--- src/rtl/fetch_pkg.sv ---
// Shared types and defaults for the fetch stage and its prefetch queue.
// Latency: n/a (types only); backpressure: n/a.
package fetch_pkg;

    localparam logic [31:0] RESET_PC_DEFAULT = 32'h8000_0000;

    typedef struct packed {
        logic [31:0] pc;
        logic [31:0] insn;
    } fetch_entry_t;

    // Sequential successor of a word-aligned PC; wraps naturally at 2^32.
    function automatic logic [31:0] next_seq_pc(input logic [31:0] pc);
        return pc + 32'd4;
    endfunction

endpackage

--- src/rtl/fetch_fifo.sv ---
// DEPTH-entry registered prefetch queue; head is read straight from storage.
// Latency: push visible at head one cycle later; flush empties it but keeps a same-cycle push.
module fetch_fifo
    import fetch_pkg::*;
#(
    parameter int DEPTH = 4
) (
    input  logic                       clk,
    input  logic                       reset,
    input  logic                       flush,
    input  logic                       push,
    input  fetch_entry_t               push_data,
    input  logic                       pop,
    output fetch_entry_t               head,
    output logic [$clog2(DEPTH+1)-1:0] count
);

    localparam int PW = $clog2(DEPTH);
    localparam int CW = $clog2(DEPTH+1);

    fetch_entry_t   mem [DEPTH];
    logic [PW-1:0]  rd_ptr;
    logic [PW-1:0]  wr_ptr;
    logic [CW-1:0]  count_q;
    logic [PW-1:0]  wr_idx;

    // A flushing push lands in slot 0 so it becomes the sole, head entry.
    assign wr_idx = flush ? '0 : wr_ptr;

    always_ff @(posedge clk) begin
        if (push) begin
            mem[wr_idx] <= push_data;
        end
    end

    always_ff @(posedge clk) begin
        if (reset) begin
            rd_ptr  <= '0;
            wr_ptr  <= '0;
            count_q <= '0;
        end else if (flush) begin
            rd_ptr  <= '0;
            wr_ptr  <= push ? PW'(1) : '0;
            count_q <= push ? CW'(1) : '0;
        end else begin
            if (push) begin
                wr_ptr <= wr_ptr + PW'(1);
            end
            if (pop) begin
                rd_ptr <= rd_ptr + PW'(1);
            end
            count_q <= count_q + CW'(push) - CW'(pop);
        end
    end

    assign head  = mem[rd_ptr];
    assign count = count_q;

endmodule

--- src/rtl/stage_fetch_buf.sv ---
// Sequential instruction fetch feeding decode through a DEPTH-entry prefetch queue; FETCH_BYPASS_EN adds an empty-queue bypass.
// Latency: ack->decode 1 cycle (0 with bypass on an empty queue); keeps fetching under decode stall until full.
module stage_fetch_buf
    import fetch_pkg::*;
#(
    parameter logic [31:0] RESET_PC = RESET_PC_DEFAULT,
    parameter int          DEPTH    = 4
) (
    input  logic                       clk,
    input  logic                       reset,
    input  logic                       de_stall,
    input  logic                       de_setpc,
    input  logic [31:0]                de_newpc,
    output logic                       fe_req,
    output logic [31:0]                fe_addr,
    input  logic                       fe_ack,
    input  logic [31:0]                fe_data,
    output logic                       de_valid,
    output logic [31:0]                de_pc,
    output logic [31:0]                de_insn,
    output logic [$clog2(DEPTH+1)-1:0] fe_count
);

    localparam int CW = $clog2(DEPTH+1);

    logic [31:0]   fe_pc;
    logic [CW-1:0] count;
    logic          full;
    logic          push;
    logic          pop;
    logic          fifo_push;
    logic          fifo_pop;
    logic          bypass_hit;
    fetch_entry_t  head;
    fetch_entry_t  push_entry;

    assign full    = (count == CW'(DEPTH));
    assign fe_addr = de_setpc ? de_newpc : fe_pc;

`ifdef FETCH_BYPASS_EN
    // Empty queue: the returning word goes straight to decode in the ack cycle.
    assign bypass_hit = (count == '0) & fe_ack & ~de_setpc;
    assign de_valid   = (count != '0) | bypass_hit;
    assign de_pc      = bypass_hit ? fe_addr : head.pc;
    assign de_insn    = bypass_hit ? fe_data : head.insn;
`else
    assign bypass_hit = 1'b0;
    assign de_valid   = (count != '0);
    assign de_pc      = head.pc;
    assign de_insn    = head.insn;
`endif

    assign pop    = de_valid & ~de_stall & ~de_setpc;
    // A full queue still fetches when the head leaves this cycle.
    assign fe_req = de_setpc | ~full | pop;
    assign push   = fe_req & fe_ack;

    // A bypassed word consumed by decode never occupies a slot.
    assign fifo_push = push & ~(bypass_hit & ~de_stall);
    assign fifo_pop  = pop & ~bypass_hit;

    assign push_entry.pc   = fe_addr;
    assign push_entry.insn = fe_data;

    always_ff @(posedge clk) begin
        if (reset) begin
            fe_pc <= RESET_PC;
        end else if (push) begin
            fe_pc <= next_seq_pc(fe_addr);
        end else if (de_setpc) begin
            fe_pc <= de_newpc;
        end
    end

    fetch_fifo #(
        .DEPTH (DEPTH)
    ) u_fifo (
        .clk       (clk),
        .reset     (reset),
        .flush     (de_setpc),
        .push      (fifo_push),
        .push_data (push_entry),
        .pop       (fifo_pop),
        .head      (head),
        .count     (count)
    );

    assign fe_count = count;

endmodule

--- config.mk ---
export PLATFORM = sky130hd
export DESIGN_NAME = stage_fetch_buf
export DESIGN_NICKNAME = d
export VERILOG_FILES = /design/src/rtl/fetch_pkg.sv /design/src/rtl/fetch_fifo.sv /design/src/rtl/stage_fetch_buf.sv
export SDC_FILE = /design/constraint.sdc
export NUM_CORES = 1
export LEC_CHECK = 0
export BUFFER_PORTS_ARGS = -buffer_cell sky130_fd_sc_hd__buf_2
export CAP_MARGIN = 25
export CORE_MARGIN = 4
export CORE_UTILIZATION = 50
export DETAILED_ROUTE_END_ITERATION = 8
export MAX_ROUTING_LAYER = met4
export PLACE_DENSITY = 0.71
export SLEW_MARGIN = 20
export SYNTH_ARGS = -nofsm -noshare
export SYNTH_HDL_FRONTEND = slang
export SYNTH_SLANG_ARGS = --single-unit
--- constraint.sdc ---
create_clock -name clk -period 9.1 [get_ports clk]
set_clock_uncertainty 0.2 [all_clocks]
set_input_delay 0 -clock clk [delete_from_list [all_inputs] [get_ports clk]]
set_output_delay 0 -clock clk [all_outputs]
set_load 0.01 [all_outputs]
Word level (Yosys, flattened, before mapping). Memory sizes are Yosys's and may differ from the RTL's. A register that Yosys moved wholly into a read port is not among the register bits. Cells that the tools add are included.

$add $sub $neg: 5. Muxes and demuxes: 12. Equality and inequality tests: 1. Reductions and logical operators: 3. Bitwise gates (word level): 8.

Operators with widths (count): $mux W32 (2); $add A32 B3 Y32 const B (1); $mux W2 (5); $add A2 B1 Y2 const B (2); $mux W1 (4); $add A3 B1 Y3 (1); $and A1 B1 Y1 (3); $eq A3 B3 Y1 const B (1); $mux W3 (1); $not A1 Y1 (3); $reduce_bool A3 Y1 (1); $sub A3 B1 Y3 (1); $or A1 B1 Y1 (2); $reduce_bool A2 Y1 (1); $reduce_or A2 Y1 (1).

Register bits: 39. Memories: 1. Bits of input ports: 69. Logic and storage cells: 34. Output and inout bits: 101. RAM bits: 256.

Memories: u_fifo.mem (depth 4, bits a word 64, rd ports 1, clocked after memory_dff 1, write ports 1, line fetch_fifo.sv:21) `fetch_entry_t mem [DEPTH];`.

Logic depth before layout (Yosys ltp).
Depth after elaboration: 8. Mapped depth: 12. Depth with buffers taken out: 10.

Hierarchy. From an unflattened synthesis, not the netlist that was laid out.

Cell total of the unflattened synthesis: 616. Area, all modules: 11840.1 µm².

Modules (own cells, without submodules): fetch_fifo (times used 1, seq. area each 7867.5 µm², cells each 375, area an instance 9716.8 µm²); stage_fetch_buf (times used 1, seq. area each 640.6 µm², cells each 241, area an instance 2123.3 µm²).

Worst setup path before layout. Ideal clock, no wire load.

Kind: reg2reg. From: register u_fifo.count_q[1] (netlist: u_fifo.count[1]). To: memory u_fifo.mem[1][0] (netlist bit), enable pin. Library setup time: 578 ps. Cell stages (with the launch flop): 5. Data arrival time: 5679 ps. Path buffers: 0. Path slack: 2643 ps. Cells stage by stage: dfxtp_1 and4bb_2 nand2_1 nand2_1 nor3b_1.

Longest elaborated chain between the ends: 7.

Ends and longest elaborated chain: start: declaration (line fetch_fifo.sv:24) `logic [CW-1:0] count_q;`; start signal: assignment (line fetch_fifo.sv:44) `count_q <= push ? CW'(1) : '0;`; start signal: assignment (line fetch_fifo.sv:52) `count_q <= count_q + CW'(push) - CW'(pop);`; $reduce_bool A3 Y1 / $eq A3 B3 Y1 (equally long branches) (line stage_fetch_buf.sv:48, stage_fetch_buf.sv:37); $and A1 B1 Y1 / $not A1 Y1 (equally long branches) (line stage_fetch_buf.sv:53, stage_fetch_buf.sv:55); $and A1 B1 Y1 / $or A1 B1 Y1 (equally long branches) (line stage_fetch_buf.sv:53, stage_fetch_buf.sv:55); $or A1 B1 Y1 * (line stage_fetch_buf.sv:55) `assign fe_req = de_setpc | ~full | pop;`; via fe_req (line stage_fetch_buf.sv:14) `output logic fe_req,`; $and A1 B1 Y1 * (line stage_fetch_buf.sv:56) `assign push = fe_req & fe_ack;`; $mux W1 * (line fetch_fifo.sv:31) `if (push) begin`; $mux W1 (not written as such) * (line fetch_fifo.sv:32) `mem[wr_idx] <= push_data;`; end: declaration (line fetch_fifo.sv:21).

Mark *: on every way through the listed nets, which the timed path passes. The rest lies on a longest branch.

Worst setup path in the final report.
From: input port de_setpc. To: register fe_pc[30].

Longest elaborated chain between the ends: 5.

Ends and longest elaborated chain: start: declaration (line stage_fetch_buf.sv:12) `input logic de_setpc,`; branches (longest 4 deep; another with $add A32 B3 Y32); $mux W32 * (line stage_fetch_buf.sv:68) `end else if (push) begin`; end signal: assignment (line stage_fetch_buf.sv:69) `fe_pc <= next_seq_pc(fe_addr);`; end signal: assignment (line stage_fetch_buf.sv:71) `fe_pc <= de_newpc;`; end: declaration (line stage_fetch_buf.sv:26) `logic [31:0] fe_pc;`.

Mark *: on every way between the ends. A chain may end at the register's enable or synchronous reset.

==> flow_summary.json <==
{
  "globalRouteMet2Util_pct": 32.6,
  "max_freq_mhz": 251,
  "place_congestion": 0.851,
  "drive_above_1_share_pct": 35.6,
  "hold_viol": 0,
  "vdd_drop_max_v": 0.000158,
  "power.share.clock_pct": 40.9,
  "place.detailed.hpwl_mm": 14.9,
  "drtPass1Iterations": 5,
  "p_seq_share_pct": 50.8,
  "internal_power_mw": 2.39,
  "whs_ns": 0.0224,
  "antenna_left": 0,
  "comb_power_share_pct": 8.3,
  "ys_warn_count": 0,
  "maxSlewViolCount": 0,
  "grt_pass1_vias": 7090,
  "wl_per_cell_um": 20.6,
  "antenna_found_initial": 0,
  "start_util_pct": 51.1,
  "insertion_delay_ns": 0.55,
  "synthesis.area_um2": 11700,
  "critical_path_required_ns": 9.40,
  "finalCriticalPeriod_ns": 3.98,
  "core-area_um2": 22800,
  "synth_common_cells": "edfxtp_1 (256), mux4_2 (64), dfxtp_1 (41)",
  "max_slew_margin_pct": 32.8,
  "drt-vias-per-instance": 5.54,
  "cts_tree": "yes",
  "hold_class": "in2reg",
  "cp_max_fo": 70,
  "grt_use_met1_pct": 26.5,
  "p_sw_mw": 0.651,
  "cts_resized": 0,
  "yosysTopAreaCellShare_pct": 65.8,
  "crit_type": "in2reg",
  "area_delta_synth_final_pct": 25.9,
  "grt_max_degree": 71,
  "busiest_layer": "met2",
  "fin_setup_tns_ns": 0,
  "grt_use_total_pct": 19.9,
  "synth-edff-count": 256,
  "drc": 0,
  "p_sw_share_pct": 21.4,
  "syn_inst": 624,
  "reg2reg_depth": 9,
  "port-buffer-count": 169,
  "synthMostInstantiatedCell": "edfxtp_1",
  "p_leak_nw": 5.20,
  "yosys-top-cells-area": "edfxtp_1 (66%), mux4_2 (12%), dfxtp_1 (7.0%)",
  "clockBufferDepth": 3,
  "met3_usage_pct": 3.54,
  "die_h_um": 161,
  "worstPathArrival_ns": 4.28,
  "synth_cell_types": 53,
  "syn_avg_cell_area_um2": 18.7,
  "boundaryPins": 170,
  "drv_cap": 0,
  "grt_setup_unrepaired": "no",
  "p_per_area_nw_per_um2": 207,
  "fp.dieW_um": 161,
  "finalSetupViolations": 0,
  "finalWirelength_mm": 25.2,
  "clk_pin_slew_ns": 0.07,
  "ys_seq_area_share_pct": 72.8,
  "rows": 55,
  "critPathCaptureType": "register",
  "die-area_um2": 25900,
  "via_count": 6764,
  "drt_iter0_drc": 547,
  "worst_pin_slew_ns": 1.01,
  "cts_made_buffers": 30,
  "antenna_cells": 0,
  "nets": 957,
  "status": "completed",
  "grt_pass1_wl_mm": 39.5,
  "startpoint_type": "input port",
  "root_buffer": "clkbuf_16",
  "gr-total-overflow": 0,
  "hold_path_depth": 2,
  "cts_sinks": 297,
  "synth_ff_type": "edfxtp_1",
  "synth-async-reset-ratio_pct": 0,
  "synth_nets": 697,
  "post-synth-top-area-cell": "edfxtp_1",
  "yosys_register_bits": 297,
  "htree_levels": 1,
  "fin_crit_sh_pct": 43.7,
  "cts_setup_buffers": 0
}
==> worst max-delay path, stage by stage <==
cell and delay [ns]:
dlygate4sd3_1 0.53, buf_2 0.10, buf_4 0.58, mux2_2 0.38, ha_1 0.17, inv_1 0.05
a211oi_2 0.55, nand4_1 0.28, o31a_1 0.35, dlygate4sd3_1 0.56, nor3_1 0.15, dlygate4sd3_1 0.55
==> cells by family (layout without fill, tap and decap cells) <==
family,Yosys count,count (layout),synth area share (%)
muxes,100,100,15.7
buffers and inverters,42,325,1.47
xor gates and xnor gates,15,15,1.12
AOI/OAI and AO/OA,38,38,2.41
and+or+nand+nor,128,128,5.99
adders and majority gates,4,4,0.493
DFF,297,297,72.8
==> path summary, 6_finish.rpt <==
path         slack (ns)        startpoint                 to
min reg2reg        0.35  u_fifo.rd_ptr[1]           register
max reg2reg        5.64          fe_pc[2]          fe_pc[30]
max                5.12          de_setpc          fe_pc[30]
min                0.02       fe_data[23]  u_fifo.mem[3][23]
==> sequential cells by signal, summed over array words and instances, names as in the netlist, named ones only <==
name	cells
u_fifo.count	3
u_fifo.mem	256
u_fifo.wr_ptr	2
fe_pc	32
u_fifo.rd_ptr	2
==> final cells by class <==
type / instances / area [um^2]
multi-input cells: 285 / 3030
clock inverters: 16 / 200
flip-flops and latches: 297 / 8520
inverters: 14 / 52.6
fillers: 1612 / 8140
well taps: 313 / 392
repair buffers: 256 / 1700
clock buffers: 39 / 816
==> metrics by stage <==
step	utilization (%)	power (mW)	area (um^2)	instances	setup WS, ns
after floorplan	-	1.70	11700	624	2.64
after global placement	56.3	1.79	12900	1083	6.18
after detailed placement	56.3	1.80	12900	1083	6.02
after CTS	64.4	3.07	14700	1220	5.18
after global routing	64.4	3.16	14700	1220	4.88
final	64.4	3.05	14700	1220	5.12
==> cell usage in the layout (no fill, tap or decap), types with 5 or more instances in the layout <==
cell / instances
xnor2_1: 9
o21ai_0: 7
nor4_1: 5
and3_1: 9
a31oi_1: 5
inv_1: 13
clkbuf_1: 7
nand3_1: 10
nand4_1: 9
mux2_2: 26
edfxtp_1: 256
clkbuf_16: 31
nand2_1: 25
nor3_1: 16
mux2i_1: 10
dlygate4sd3_1: 82
buf_2: 169
dfxtp_1: 39
mux4_2: 64
xor2_1: 6
a21oi_1: 8
buf_4: 5
nor2_1: 19
==> power groups by stage <==
stage | Clock (mW) | Combinational [mW] | Sequential, mW
after floorplan | 0 | 0.132 | 1.57
after global routing | 1.33 | 0.274 | 1.55
after global placement | 0 | 0.221 | 1.57
after detailed placement | 0 | 0.226 | 1.58
final | 1.25 | 0.252 | 1.55
after CTS | 1.27 | 0.254 | 1.55
==> repair_timing <==
action / in CTS / in global routing
hold buffers: 82 / 0
setup endpoints to repair: 0 / 0
endpoints found under the hold margin: 297 / 0
==> layer usage <==
layer / wire length [um] / share of wire, %
met3: 1740 / 6.9
met5: 0 / 0
met4: 529 / 2.1
met2: 12400 / 49
met1: 10500 / 42
Note: power is estimated with default switching activity, not from simulation.
